[src/rtl/cmp_serial.sv]
// Multi-cycle MSB-first magnitude comparator, DIGIT bits per cycle.
// Signed operands are compared as offset-binary by flipping the MSB at load.
module cmp_serial #(
    parameter int WIDTH      = 8,
    parameter int DIGIT      = 1,
    parameter int EARLY_EXIT = 0
) (
    input  logic             clk,
    input  logic             rst,
    input  logic             start,
    input  logic [WIDTH-1:0] a,
    input  logic [WIDTH-1:0] b,
    input  logic [2:0]       mode,
    input  logic             sgn,
    output logic             busy,
    output logic             done,
    output logic             result
);

    localparam int N  = WIDTH / DIGIT;
    localparam int CW = $clog2(N + 1);
    localparam logic [WIDTH-1:0] msbMask = WIDTH'(1) << (WIDTH - 1);
    localparam bit earlyExit = (EARLY_EXIT != 0);

    typedef enum logic {
        IDLE,
        SCAN
    } state_t;

    state_t stateQ;
    state_t stateD;

    logic [WIDTH-1:0] aSh;
    logic [WIDTH-1:0] bSh;
    logic [2:0]       modeQ;
    logic             gtQ;
    logic             ltQ;
    logic [CW-1:0]    cntQ;
    logic             doneQ;
    logic             resultQ;

    logic [DIGIT-1:0] aDig;
    logic [DIGIT-1:0] bDig;
    logic             undecided;
    logic             gtNext;
    logic             ltNext;
    logic             hitNow;
    logic             finish;
    logic             resNext;

    assign aDig      = aSh[WIDTH-1 -: DIGIT];
    assign bDig      = bSh[WIDTH-1 -: DIGIT];
    assign undecided = !gtQ && !ltQ;
    assign gtNext    = gtQ || (undecided && (aDig > bDig));
    assign ltNext    = ltQ || (undecided && (aDig < bDig));
    assign hitNow    = undecided && (aDig != bDig);
    assign finish    = (stateQ == SCAN) &&
                       ((cntQ == CW'(1)) || (earlyExit && hitNow));

    always_comb begin
        resNext = 1'b0;
        case (modeQ)
            3'd0:    resNext = !gtNext;
            3'd1:    resNext = ltNext;
            3'd2:    resNext = !ltNext;
            3'd3:    resNext = gtNext;
            3'd4:    resNext = !gtNext && !ltNext;
            3'd5:    resNext = gtNext || ltNext;
            default: resNext = 1'b0;
        endcase
    end

    always_ff @(posedge clk or posedge rst) begin
        if (rst) begin
            stateQ <= IDLE;
        end else begin
            stateQ <= stateD;
        end
    end

    always_comb begin
        stateD = stateQ;
        case (stateQ)
            IDLE:    if (start) stateD = SCAN;
            SCAN:    if (finish) stateD = IDLE;
            default: stateD = IDLE;
        endcase
    end

    always_comb begin
        busy   = (stateQ == SCAN);
        done   = doneQ;
        result = resultQ;
    end

    // Flags become sticky: the first differing digit decides the order.
    always_ff @(posedge clk or posedge rst) begin
        if (rst) begin
            aSh     <= '0;
            bSh     <= '0;
            modeQ   <= '0;
            gtQ     <= 1'b0;
            ltQ     <= 1'b0;
            cntQ    <= '0;
            doneQ   <= 1'b0;
            resultQ <= 1'b0;
        end else begin
            doneQ <= 1'b0;
            case (stateQ)
                IDLE: begin
                    if (start) begin
                        aSh   <= a ^ (sgn ? msbMask : '0);
                        bSh   <= b ^ (sgn ? msbMask : '0);
                        modeQ <= mode;
                        gtQ   <= 1'b0;
                        ltQ   <= 1'b0;
                        cntQ  <= CW'(N);
                    end
                end
                SCAN: begin
                    gtQ  <= gtNext;
                    ltQ  <= ltNext;
                    aSh  <= aSh << DIGIT;
                    bSh  <= bSh << DIGIT;
                    cntQ <= cntQ - CW'(1);
                    if (finish) begin
                        doneQ   <= 1'b1;
                        resultQ <= resNext;
                    end
                end
                default: ;
            endcase
        end
    end

endmodule

[config.mk]
export PLATFORM = sky130hd
export DESIGN_NAME = cmp_serial
export DESIGN_NICKNAME = d
export VERILOG_FILES = /design/src/rtl/cmp_serial.sv
export SDC_FILE = /design/constraint.sdc
export NUM_CORES = 1
export LEC_CHECK = 0
export ABC_AREA = 1
export CORE_ASPECT_RATIO = 1.25
export CORE_MARGIN = 2
export CORE_UTILIZATION = 41
export DETAILED_ROUTE_END_ITERATION = 12
export GPL_TIMING_DRIVEN = 0
export PLACE_DENSITY = 0.66
export SLEW_MARGIN = 20
export SYNTH_ARGS = -nofsm -noshare
export SYNTH_HDL_FRONTEND = slang
export SYNTH_SLANG_ARGS = --single-unit
export TNS_END_PERCENT = 1
[constraint.sdc]
create_clock -name clk -period 1.18 [get_ports clk]
set_input_delay 0.236 -clock clk [delete_from_list [all_inputs] [get_ports clk]]
set_output_delay 0.236 -clock clk [all_outputs]
set_load 0.005 [all_outputs]
# Word-level counts from Yosys, hierarchy flattened
# Cells that the tools add are included.
# classes
n_addsub	1
n_lt_le_gt_ge	2
n_eq_ne	7
n_mux	16
bitwise	3
reduce_logical	15
# ops
operator	count
8-bit one-hot mux with 2 select lines	2
8-bit two-way mux	3
8-bit bitwise XOR	2
4-bit one-hot mux with 2 select lines	1
3-bit by 2-bit == test with 1-bit output (second input constant)	2
3-bit == test (second input constant)	2
1-bit one-hot mux with 2 select lines	3
1-bit one-hot mux with 6 select lines	1
1-bit logical AND	5
1-bit two-way mux	5
4-bit by 1-bit == test with 1-bit output (second input constant)	1
1-bit zero test	4
4-bit two-way mux	1
2-bit AND reduction	2
4-bit by 1-bit subtractor with 4-bit output (second input constant)	1
3-bit by 1-bit == test with 1-bit output (second input constant)	1
3-bit zero test	1
1-bit logical OR	3
2-bit inequality test (second input constant)	1
1-bit > comparator	1
1-bit < comparator	1
1-bit NOT	1
# word_totals
reg_bits	28
in_bits	23
out_inout_bits	3
elab_cells	53

# Longest topological paths before layout
# depth
word_depth	7
ltp_mapped	8
mapped_depth_nobuf	8

# Worst setup path after synthesis
# OpenSTA, ideal clock, no wires.
# synth_timing
kind	register to register
start	register cntQ[1]
end	register resultQ (netlist: result)
setup_ns	0.124
arrival_time_ns	0.972
required_ns	1.056
setup_slack_ns	0.084
path_stages_with_launch	7
path_buffers	0
period_less_slack_ns	1.096
cell_sequence	dfrtp_1 > inv_1 > ha_1 > nand2_1 > nor3_4 > nor2_1 > o21bai_1
# synth_via
elab_chain_len	3
# synth_lines
element	line_no	rtl
start, declared	38	logic [CW-1:0] cntQ;
start signal, assigned	117	cntQ <= CW'(N);
start signal, assigned	125	cntQ <= cntQ - CW'(1);
4-bit by 1-bit == test with 1-bit output	58	((cntQ == CW'(1)) || (earlyExit && hitNow));
1-bit logical AND	57	assign finish = (stateQ == SCAN) &&
2-bit AND reduction (no line)	-	
end signal, assigned	128	resultQ <= resNext;
end, declared	40	logic resultQ;
# Every way passes these cells.
# A chain may end at the register's enable or synchronous reset.

# Final worst setup path
# layout_timing
start	register stateQ (netlist: busy)
end	register gtQ
# layout_via
elab_chain_len	2
word_cells_on_any_way	3
cone_classes	eq/ne (1); mux (1); bitwise (1)
# layout_lines
element	line_no	rtl
start, declared	30	state_t stateQ;
start signal, assigned	77	stateQ <= stateD;
1-bit NOT (no line)	-	
1-bit one-hot mux with 2 select lines or 2-bit inequality test (tied branches)	-	
end signal, assigned	121	gtQ <= gtNext;
end, declared	36	logic gtQ;
# Several ways; a longest one is shown, not always the timed one.

==> metrics <==
outcome finished clean; worst skew pair latency 0.32 ns; GR Layer Usage met2 30.6%; # IOs 26; Routed WL 2.73 mm; layout cells sized above 1 15.6%; DRT Pass-1 Iters 4; Layout Nets 206; Internal 2.25 mW; Finished Core Util 56.1%; Fillers 294; met1 GRT Util 23.9%; Hold WS 0.267 ns; syn nets 171; Flop pwr share 43.5%; Final Max Tran Viols 0; critical path, cell by cell buf_6, buf_12, nor2_8, buf_4, a22oi_1, inv_1; simple logic cell fraction of the synthesized area 26.4%; crit path time final 1.16 ns; post-synthesis xor/xnor area fraction 1.34%; H-tree level count 1; Adder-Cell Fraction of Synth Area 1.92%; FMAX 859 MHz; clk_skew 0.00452 ns; Compound-Gate Fraction of Synth Area 9.10%; Vias 1076; power share of the clock group 13.1%; yosys synthesis warning count 0; final setup margin 0.0157 ns; Final Hold Fails 0; combinational family with the most area after synthesis simple AND/OR/NAND/NOR gates; first-pass GRT wire length 4.81 mm; CTS Buffer Depth 2; CTS tree yes; IO Port Bufs 25; GRT Overall Usage 18.0%; switching pwr 1.37 mW; Rel. slew slack 61.1%; critical-path maximum fanout 10; crit end category register; P_leak 0.828 nW; clock buffer count from CTS 3; post-route ant nets 0; row count 22; max_cap viols 0; DIE AREA 0.00366 sq mm; P&R area growth vs syn 28.9%; Post-CTS Hold Fix Bufs 0; die height 67.1 um; unrepaired setup endpoints after global routing yes; mux contribution to synthesized area 0%; Avg Cell Area, Syn 8.95 sq um; Initial DRC Count 15; Starting Density 43.5%; setup_tns 0 ns; Combinational Power Share 43.5%; Tightest Pin Transition 0.583 ns; diode count 0; CTS clk-pin slew, worst paths 0.15 ns; critical path class reg -> reg; pre-CTS WS -0.352 ns; clk root buf clkbuf_4; DRC 0; initial antenna violation count 0; HPWL after detailed placement 1.94 mm; routability cong. 0.761; Post-Syn Area 0.00131 sq mm; CP startpoint kind register; gr ovfl total 0; Critical Path RT 1.41 ns; VDD IR max 1.04 mV; Switching Fraction 37.9%; CP arrival 1.40 ns; die span in x 54.5 um; Mapped Cells 146; Sink Count 28; gr busiest metal met2; wire length per cell 12.6 um; final setup vio count 0; CORE AREA 0.00300 sq mm; GR Util met3 2.02%; final period utilization 98.7%; Synth cell types 25; vias in the first global route 1076; largest net degree at the start of global routing 29; CP max-delay cell dfrtp_1; crit-path max cell delay 0.39 ns; HP Class in -> async; number of vias per cell 4.98; PD cells 2150 mW/mm^2; sequential share of the synthesized area 53.6%; FF+latch count, synth 28
repair_timing:
| item | 4_1_cts | 5_1_grt |
|---|---|---|
| endpoints found under the setup margin | 13 | 25 |
| resized for setup | 9 | 9 |
| pin swaps | 2 | 1 |
| buffers inserted | 5 | 0 |
cells in the final DEF (no fill, tap or decap), types with 2 or more instances in the layout:
cell type	netlist	routed
xnor2_1	2	2
buf_4	2	5
nand3_1	15	15
clkbuf_2	0	3
clkdlybuf4s50_1	0	22
buf_6	2	3
clkbuf_4	0	3
ha_1	2	2
o211ai_1	2	2
o21ai_1	1	2
nor2_1	3	3
nand2_2	0	2
inv_1	12	10
a22o_1	2	2
nand2_1	53	51
inv_2	3	4
o21ai_0	6	5
dfrtp_1	28	28
a22oi_1	3	3
routing by layer:
metal  wire [um]  up-vias
met2        1370       23
met4          14        0
met5           0        -
met3         106        2
li1            -      537
met1        1240      514
kinds of logic after synthesis:
| family | Yosys count |
|---|---|
| fa+ha+maj | 2 |
| buf+inv | 20 |
| compound gates | 18 |
| xor+xnor | 2 |
| simple gates | 76 |
| flops | 28 |
synth_stat cells:
| master | n | area share [%] |
|---|---|---|
| nor2_8 | 1 | 1.5 |
| dfrtp_1 | 28 | 54 |
| or2_2 | 1 | 0.48 |
| a22o_1 | 2 | 1.3 |
| ha_1 | 2 | 1.9 |
| o21ai_1 | 1 | 0.38 |
| a22oi_1 | 3 | 1.7 |
| xnor2_1 | 2 | 1.3 |
| buf_6 | 2 | 1.7 |
| nand2_1 | 53 | 15 |
| o21bai_1 | 1 | 0.57 |
| nand2_4 | 1 | 0.86 |
| nor3_4 | 1 | 1.2 |
| nand4_1 | 1 | 0.48 |
| o22ai_1 | 1 | 0.48 |
| a31oi_1 | 1 | 0.48 |
| inv_1 | 12 | 3.4 |
| o211ai_1 | 2 | 1.1 |
| buf_2 | 1 | 0.38 |
| inv_2 | 3 | 0.86 |
| o21ai_0 | 6 | 2.3 |
| buf_4 | 2 | 1.1 |
| nor2_1 | 3 | 0.86 |
| nand3_1 | 15 | 5.7 |
| o221ai_1 | 1 | 0.67 |
layout make-up:
class / count / area (sq um) / share of cell area (%)
Multi-Input combinational cell: 98 / 512 / 30.4
Clock buffer: 4 / 36.3 / 2.15
Sequential cell: 28 / 701 / 41.6
Tap cell: 36 / 45.0 / 2.67
Buffer: 5 / 55.1 / 3.27
Inverter: 15 / 58.8 / 3.49
Timing Repair Buffer: 30 / 277 / 16.4
worst paths after layout:
path                          from       to  slack (ns)  cells past startpoint
min in group clk              a[6]   aSh[6]        0.44                      3
max in group asynchronous      rst   aSh[0]        0.53                      2
setup reg to reg              busy      gtQ        0.02                      6
setup / recovery              busy      gtQ        0.02                      6
hold reg to reg            cntQ[2]  cntQ[2]        0.51                      1
hold / removal                 rst   aSh[5]        0.27                      2
metrics by stage:
step                      total power [mW]  area (sq um)  instances
after floorplan                       2.59          1310        146
after global placement                2.98          1600        207
after detailed placement              3.04          1600        207
after CTS                             3.58          1680        216
after global routing                  3.94          1680        216
final                                 3.62          1680        216
state kept, by name, summed over array words and instances, names as in the netlist:
signal,cells
aSh,8
bSh,8
cntQ,4
modeQ,3
busy,1
done,1
gtQ,1
ltQ,1
result,1
power groups by stage:
stage                     clock network [mW]  registers, mW  logic, mW
after floorplan                            0           1.55       1.04
after global placement                     0           1.58       1.39
after detailed placement                   0           1.60       1.43
after CTS                              0.477           1.58       1.53
after global routing                   0.532           1.63       1.78
final                                  0.473           1.58       1.58
critical path, delay by kind of cell (launching register included):
family	cells	cell delay, ns
compound gates	1	0.17
buf+inv	4	0.46
flops	1	0.39
simple gates	1	0.04
(Power assumes the default switching activity.)
